<file path="config.mk">
export PLATFORM = sky130hd
export DESIGN_NAME = multi_pinger
export DESIGN_NICKNAME = d
export VERILOG_FILES = /design/src/rtl/pinger_pkg.sv /design/src/rtl/echo_sync.sv /design/src/rtl/multi_pinger.sv
export SDC_FILE = /design/constraint.sdc
export NUM_CORES = 1
export LEC_CHECK = 0
export BUFFER_PORTS_ARGS = -buffer_cell sky130_fd_sc_hd__buf_2
export CAP_MARGIN = 10
export CORE_ASPECT_RATIO = 0.9
export CORE_MARGIN = 2
export CORE_UTILIZATION = 40
export CTS_CLUSTER_SIZE = 14
export DETAILED_ROUTE_END_ITERATION = 8
export SYNTH_ARGS = -nofsm -noshare
export SYNTH_HDL_FRONTEND = slang
export SYNTH_HIERARCHICAL = 1
export SYNTH_SLANG_ARGS = --single-unit
</file>
<file path="constraint.sdc">
create_clock -name clk -period 3.1 [get_ports clk]
set_input_delay 0.62 -clock clk [delete_from_list [all_inputs] [get_ports clk]]
set_output_delay 0.62 -clock clk [all_outputs]
set_load 0.02 [all_outputs]
</file>
<file path="src/rtl/pinger_pkg.sv">
// pinger_pkg: shared FSM states, 50 MHz cycle defaults and the published result record.
package pinger_pkg;
  typedef enum logic [2:0] {IDLE, TRIG, WAIT_RISE, MEASURE, GAP} state_t;
  localparam int DEF_CHANNELS       = 4;
  localparam int DEF_TRIG_CYCLES    = 500;
  localparam int DEF_TIMEOUT_CYCLES = 1_900_000;
  localparam int DEF_GAP_CYCLES     = 3_000_000;
  localparam int DEF_NEAR_CYCLES    = 29_000;
  localparam int DEF_CNT_W          = 22;
  localparam int DEF_CH_W           = 2;
  typedef struct packed {
    logic [DEF_CH_W-1:0]  ch;
    logic [DEF_CNT_W-1:0] width;
    logic                 timeout;
  } result_t;
endpackage

</file>
<file path="src/rtl/echo_sync.sv">
// echo_sync: 2-flop synchroniser plus edge-detect register for one echo input.
module echo_sync (
  input  logic clk,
  input  logic rst,
  input  logic echo_i,
  output logic level_o,
  output logic rise_o,
  output logic fall_o
);
  logic s1_q, s2_q, prev_q;
  always_ff @(posedge clk) begin
    if (rst) begin
      s1_q   <= 1'b0;
      s2_q   <= 1'b0;
      prev_q <= 1'b0;
    end else begin
      s1_q   <= echo_i;
      s2_q   <= s1_q;
      prev_q <= s2_q;
    end
  end
  assign level_o = s2_q;
  assign rise_o  = s2_q & ~prev_q;
  assign fall_o  = ~s2_q & prev_q;
endmodule

</file>
<file path="src/rtl/multi_pinger.sv">
// multi_pinger: round-robin multi-channel ultrasonic ranging controller.
module multi_pinger
  import pinger_pkg::*;
#(
  parameter int CHANNELS       = DEF_CHANNELS,
  parameter int TRIG_CYCLES    = DEF_TRIG_CYCLES,
  parameter int TIMEOUT_CYCLES = DEF_TIMEOUT_CYCLES,
  parameter int GAP_CYCLES     = DEF_GAP_CYCLES,
  parameter int NEAR_CYCLES    = DEF_NEAR_CYCLES,
  parameter int CNT_W          = DEF_CNT_W,
  parameter int CH_W           = (CHANNELS > 1) ? $clog2(CHANNELS) : 1
) (
  input  logic                clk,
  input  logic                rst,
  input  logic                enable,
  output logic [CHANNELS-1:0] trig,
  input  logic [CHANNELS-1:0] echo,
  output logic                result_valid,
  output logic [CH_W-1:0]     result_ch,
  output logic [CNT_W-1:0]    result_width,
  output logic                result_timeout,
  output logic [CHANNELS-1:0] near
);
  localparam logic [CNT_W-1:0] TRIG_END = CNT_W'(TRIG_CYCLES - 1);
  localparam logic [CNT_W-1:0] TO       = CNT_W'(TIMEOUT_CYCLES);
  localparam logic [CNT_W-1:0] TO_END   = CNT_W'(TIMEOUT_CYCLES - 1);
  localparam logic [CNT_W-1:0] GAP_END  = CNT_W'(GAP_CYCLES - 1);
  localparam logic [CNT_W-1:0] NEAR_TH  = CNT_W'(NEAR_CYCLES);
  logic [CHANNELS-1:0] rise_w, fall_w, level_w, trig_q, near_q;
  state_t              state_q;
  logic [CH_W-1:0]     ch_q, ch_nxt;
  logic [CNT_W-1:0]    cnt_q, cnt_inc, pub_w;
  result_t             res_q;
  logic                valid_q, rise, fall, level, pub, pub_to;
  for (genvar g = 0; g < CHANNELS; g++) begin : g_sync
    echo_sync u_sync (
      .clk    (clk),
      .rst    (rst),
      .echo_i (echo[g]),
      .level_o(level_w[g]),
      .rise_o (rise_w[g]),
      .fall_o (fall_w[g])
    );
  end
  // only the active channel's synchronised echo is ever observed
  always_comb begin
    rise    = rise_w[ch_q];
    fall    = fall_w[ch_q];
    level   = level_w[ch_q];
    cnt_inc = (cnt_q == '1) ? cnt_q : cnt_q + 1'b1;
    ch_nxt  = (ch_q == CH_W'(CHANNELS - 1)) ? '0 : ch_q + 1'b1;
    pub     = (state_q == WAIT_RISE && !rise && cnt_q == TO_END) ||
              (state_q == MEASURE && (fall || cnt_q >= TO));
    pub_to  = !(state_q == MEASURE && fall);
    pub_w   = (state_q == MEASURE) ? (fall ? cnt_q : TO) : '0;
  end
  always_ff @(posedge clk) begin
    if (rst) begin
      state_q <= IDLE;
      ch_q    <= '0;
      cnt_q   <= '0;
      trig_q  <= '0;
      valid_q <= 1'b0;
      res_q   <= '0;
      near_q  <= '0;
    end else begin
      valid_q <= pub;
      if (pub) begin
        res_q        <= '{ch: DEF_CH_W'(ch_q), width: DEF_CNT_W'(pub_w), timeout: pub_to};
        near_q[ch_q] <= !pub_to && pub_w < NEAR_TH;
        state_q      <= GAP;
        cnt_q        <= '0;
      end else begin
        case (state_q)
          IDLE: if (enable) begin
            state_q <= TRIG;
            trig_q  <= CHANNELS'(1) << ch_q;
            cnt_q   <= '0;
          end
          TRIG: if (cnt_q == TRIG_END) begin
            state_q <= WAIT_RISE;
            trig_q  <= '0;
            cnt_q   <= '0;
          end else cnt_q <= cnt_inc;
          WAIT_RISE: if (rise) begin
            state_q <= MEASURE;
            cnt_q   <= CNT_W'(1);
          end else cnt_q <= cnt_inc;
          MEASURE: if (level) cnt_q <= cnt_inc;
          GAP: if (cnt_q == GAP_END) begin
            ch_q    <= ch_nxt;
            state_q <= enable ? TRIG : IDLE;
            trig_q  <= enable ? CHANNELS'(1) << ch_nxt : '0;
            cnt_q   <= '0;
          end else cnt_q <= cnt_inc;
          default: state_q <= IDLE;
        endcase
      end
    end
  end
  assign trig           = trig_q;
  assign result_valid   = valid_q;
  assign result_ch      = CH_W'(res_q.ch);
  assign result_width   = CNT_W'(res_q.width);
  assign result_timeout = res_q.timeout;
  assign near           = near_q;
endmodule
</file>
After elaboration in Yosys (flattened, before gate mapping) --
Index checks and enable logic that the tools add are counted.
Word-level totals: flip-flop bits (word level) 73, input port bits 7, output and inout port bits 34, logic and storage cells 117
Operators by class: $add $sub $neg 2, magnitude comparators 4, equality and inequality tests 19, shift operators 2, muxes and demuxes 31, bitwise operators 18, reductions and logical operators 19
Operators by type and width (count):
- 22-bit two-way mux | 8
- 22-bit one-hot mux with 5 select lines | 1
- 22-bit equality test (second input constant) | 2
- 22-bit by 1-bit adder with 22-bit output (second input constant) | 1
- 22-bit by 21-bit equality test with 1-bit output (second input constant) | 1
- 22-bit by 9-bit equality test with 1-bit output (second input constant) | 1
- 22-bit by 21-bit >= comparator with 1-bit output (second input constant) | 1
- 22-bit by 15-bit < comparator with 1-bit output (second input constant) | 1
- 4-bit two-way mux | 4
- 3-bit two-way mux | 5
- 3-bit one-hot mux with 5 select lines | 1
- 5-bit AND reduction | 3
- 2-bit inequality test (second input constant) | 6
- 3-bit inequality test (second input constant) | 4
- 4-bit one-hot mux with 3 select lines | 1
- 1-bit NOT | 10
- 1-bit AND | 8
- 1-bit by 2-bit left shift with 4-bit output (first input constant) | 2
- 1-bit binary-select mux with 2-bit select | 3
- 3-bit by 2-bit equality test with 1-bit output (second input constant) | 2
- 1-bit logical AND | 6
- 3-bit AND reduction | 2
- 1-bit two-way mux | 5
- 5-bit nonzero test | 1
- 14 further kinds | 16

Logic depth before layout (Yosys ltp) --
word-level depth 10, depth in mapped cells 9, mapped depth without buffers 7

Modules after synthesis --
Netlist, hierarchy kept.
Modules (own cells, without submodules):
- multi_pinger | instances 1, cells each 344, area an instance 3175.5 µm²
- echo_sync | instances 4, cells each 8, area an instance 91.3 µm²

Worst setup path before layout --
Ideal clock, no wire load.
path type reg2reg, start register cnt_q[0], end register cnt_q[12], setup time 115 ps, data arrival time 2231 ps, setup slack 755 ps, cell stages (with the launch flop) 10, period minus slack after synthesis 2345 ps, path through dfxtp_1 ha_1 or4b_4 nor4_4 a21boi_2 a211o_1 buf_6 o21ai_4 buf_6 nor2_1
On the way: word-level cells in the longest chain between the ends 5, elaborated cells on any way between the ends 17
Ends and longest elaborated chain:
- start: declaration | line multi_pinger.sv:32 | logic [CNT_W-1:0] cnt_q, cnt_inc, pub_w;
- start signal: assignment | line multi_pinger.sv:84 | end else cnt_q <= cnt_inc;
- start signal: assignment | line multi_pinger.sv:88 | end else cnt_q <= cnt_inc;
- start signal: assignment | line multi_pinger.sv:89 | MEASURE: if (level) cnt_q <= cnt_inc;
- branches (longest 5 deep; another with 22-bit by 1-bit adder with 22-bit output)
Several ways; the timed one is not identified. The select of a mux whose other input is x is not followed. A chain may end at the register's enable or synchronous reset.

Worst setup path after layout --
start register cnt_q[1], end register cnt_q[6]
The elaborated chain is that of the path after synthesis.

==> metrics.log <==
[metrics] result of the run: finished, final reports clean
[metrics] Synth area leader: sky130_fd_sc_hd__dfxtp_1
[metrics] reg2reg start: cnt_q[1]
[metrics] final weighted congestion in routability-driven placement: about 0.88
[metrics] Tightest Hold Check Type: reg2reg
[metrics] EDFF count, synth: 0
[metrics] maximum number of pins on one net before global-route repair: 26
[metrics] max cap viols: 0
[metrics] cell family with most CP delay: simple AND/OR/NAND/NOR gates
[metrics] leakage component of the power: around 1.5 nW
[metrics] number of global-route vias before repair: roughly 2600
[metrics] remaining number of nets flagged by the antenna check after routing: 0
[metrics] Starting DRT DRC Count: 180
[metrics] number of antenna cells inserted: 0
[metrics] TritonCTS clock tree: yes
[metrics] peak clock frequency supported by timing: ~0.38 GHz
[metrics] final worst clock skew: approximately 8.6 ps
[metrics] worst ir drop on vdd: around 0.00018 V
[metrics] DIE AREA: between 9000 and 10000 sq um
[metrics] total DRC errors in the routed layout: 0
[metrics] Root Buffer: sky130_fd_sc_hd__clkbuf_8
[metrics] share of final-layout standard cells stronger than drive strength 1: between 10% and 20%
[metrics] CTS HTree Levels: 3
[metrics] P&R area growth vs syn: 12.2%
[metrics] All-Layer GR Usage: 18.3%
[metrics] PwrDens: between 400 and 500 nW/um^2
[metrics] prevailing post-synth register cell: sky130_fd_sc_hd__dfxtp_1
[metrics] Layout Cell Area excl Fill: about 4000 sq um
[metrics] final-report setup violation count: 0
[metrics] Synth area leaders: sky130_fd_sc_hd__dfxtp_1 (41%), sky130_fd_sc_hd__a22o_1 (5.2%), sky130_fd_sc_hd__nor2_1 (4.0%), sky130_fd_sc_hd__nor2b_1 (3.9%), sky130_fd_sc_hd__ha_1 (3.5%)
[metrics] number of antenna violations at the first check in global routing: 0
[metrics] vertical die dimension: 93.3 um
[metrics] Worst-Skew Late Latency: about 350 ps
[metrics] number of distinct library cells after synthesis: 57
[metrics] wire length of the first global-routing pass: between 10000 and 15000 um
[metrics] peak per-stage delay on the critical path: between 500 and 600 ps
[metrics] CP startpoint: cnt_q[1]
[metrics] worst slew pin tran: ~800 ps
[metrics] post-layout minimum cycle time: 2670 ps
[metrics] Via-to-Cell Ratio: 5.39
[metrics] area taken by multi-input logic gates: approximately 1900 sq um
[metrics] Worst Path Class, Setup: reg2reg
[metrics] hold path startpoint: g_sync[1].u_sync/s1_q
[metrics] kind of end point of the critical path: flop
[metrics] core area: 8570 sq um
[metrics] Die Wd: roughly 100 um
[metrics] Slew Limit Fails: 0
[metrics] number of nets in the layout: 424
[metrics] CP Data Arrival Time: slightly below 3000 ps
[metrics] asr flop ratio synth: 0%
[metrics] vias: approximately 2900
[metrics] cts bufs inserted: 9
[metrics] top-count cell post-synth: sky130_fd_sc_hd__dfxtp_1
[metrics] unrepaired setup endpoints after global routing: no
[metrics] fin crit share: around 86%
[metrics] cell-by-cell trace of the critical path: ha_1 -> or4b_4 -> nor3_1 -> nand2_1 -> a211o_1 -> o21ai_4 -> nor2_1
[metrics] cts repair resizes: 0
[metrics] Starting Density: 41.3%
[metrics] top post-synthesis cells by count: sky130_fd_sc_hd__dfxtp_1 (73), sky130_fd_sc_hd__nor2_1 (38), sky130_fd_sc_hd__nor2b_1 (22)
[metrics] average cell area after synthesis: 9.42 sq um
[metrics] number of failing hold endpoints at the final stage: 0
[metrics] fraction of the yosys area taken by sequential cells: ~41%
[metrics] number of rows in the core area: 32
[metrics] Total Neg Setup Slack: 0 ps
[metrics] number of buffer and inverter stages on the critical path: 0
[metrics] synthesized area: 3540 sq um
[metrics] slowest stage cell, crit path: sky130_fd_sc_hd__or4b_4
[metrics] fraction of post-synthesis cell area in the top cell type by area: between 40% and 50%
[metrics] register bit count reported by yosys: 73
[metrics] number of inserted filler cells in the final layout: ~870
[metrics] worst path required time: approximately 3300 ps
[metrics] Routed WL per cell: approximately 15 um
[metrics] buffers inserted by post-CTS timing repair: 0
[metrics] area of placed instances: around 3800 sq um
[metrics] clock transition time at the flip-flop clock pins of the worst setup and hold paths: around 80 ps
[metrics] Clock Path Buffers: 2
[metrics] clock sink count: 73
[metrics] Pre-antenna DRT Iters: 5
[metrics] sequential cell area: between 1000 and 1500 sq um
[metrics] relative slew slack: 47.6%
[metrics] DP Wirelength: between 5000 and 6000 um
[metrics] Yosys warning count: 6
[metrics] total routed wirelength: between 8000 and 9000 um
[metrics] number of instances in the synthesized netlist: 376
[metrics] synthesized net count: slightly below 400
[metrics] CTS Hold Bufs: 0
[metrics] # IOs: slightly above 40
[metrics] crit path launch type: flop
[metrics] quantity of I/O buffers inserted on ports: 40
[metrics] maximum fanout along the worst path: 16
[metrics] total congestion overflow: 0
[worst paths after layout]
path | end | slack [ps] | cells after the start
worst min-delay path | g_sync[1].u_sync/level_o | 440 | 1
worst max register to register | cnt_q[6] | 430 | 7
worst min register to register | g_sync[1].u_sync/level_o | 440 | 1
worst max-delay path | cnt_q[6] | 430 | 7
[registers in the layout, summed over array words and instances, names as in the netlist, 3 cells and up]
| name | flops |
|---|---|
| cnt_q | 22 |
| g_sync.u_sync/level_o | 4 |
| g_sync.u_sync/prev_q | 4 |
| g_sync.u_sync/s1_q | 4 |
| near | 4 |
| result_width | 22 |
| state_q | 3 |
| trig | 4 |
[kinds of logic after synthesis]
kind of cell               count (synthesis)  share of synthesized area (%)
and+or+nand+nor                          166                           26.1
AOI/OAI and AO/OA                         73                           16.5
DFF                                       73                           41.3
buffers and inverters                     32                           5.83
xor gates and xnor gates                  14                           3.46
adders and majority gates                 10                           3.53
muxes                                      8                           3.32
[worst reg2reg max path, cell delays in order, from the launching register on]
cell and delay [ps]:
sky130_fd_sc_hd__dfxtp_1 390, sky130_fd_sc_hd__ha_1 240, sky130_fd_sc_hd__or4b_4 510, sky130_fd_sc_hd__nor3_1 330
sky130_fd_sc_hd__nand2_1 90, sky130_fd_sc_hd__a211o_1 440, sky130_fd_sc_hd__o21ai_4 430, sky130_fd_sc_hd__nor2_1 110
[through the flow]
| step | util, % | power, mW | setup slack (ps) | hold WS, ps | std cells |
|---|---|---|---|---|---|
| final | 46.3 | 1.87 | 435 | 436 | 531 |
| after global routing | 46.3 | 1.95 | 190 | 459 | 531 |
| after CTS | 46.3 | 1.90 | 413 | 439 | 531 |
| after detailed placement | 43.8 | 1.07 | 439 | 424 | 515 |
| after global placement | 43.8 | 1.07 | 526 | 423 | 515 |
| after floorplan | - | 1.05 | 755 | 414 | 376 |
[placed cells by master (no fill, tap or decap), drive strengths merged, types with 13 or more instances in the layout]
master	count
buf	46
dfxtp	73
nand3	17
nor2b	22
nand2b	14
nand2	18
a21oi	16
a22o	22
nor2	38
nor3	13
[metal layers]
layer	vias to the layer above	GRT usage, %	routed length [um]
met2	103	25.9	3290
met5	-	0	0
met3	14	4.11	525
met4	0	6.58	159
li1	1425	-	-
met1	1322	27.0	4070
[final cells by class]
class                           count  share of cell area, %
Sequential cell                    73                   36.8
Clock buffer                       11                   3.56
Inverter                            6                  0.567
Clock inverter                      5                   1.98
Tap cell                          119                   3.75
Multi-Input combinational cell    271                   47.2
Timing Repair Buffer               46                   6.18
[power by group]
group	total (mW)	leakage, nW	switching, mW	internal (mW)
registers	0.960	0.591	0.0102	0.950
clock network	0.820	0.113	0.346	0.474
logic	0.0927	0.819	0.0603	0.0324
total	1.87	1.52	0.416	1.46
Note: power is estimated with default switching activity, not from simulation.
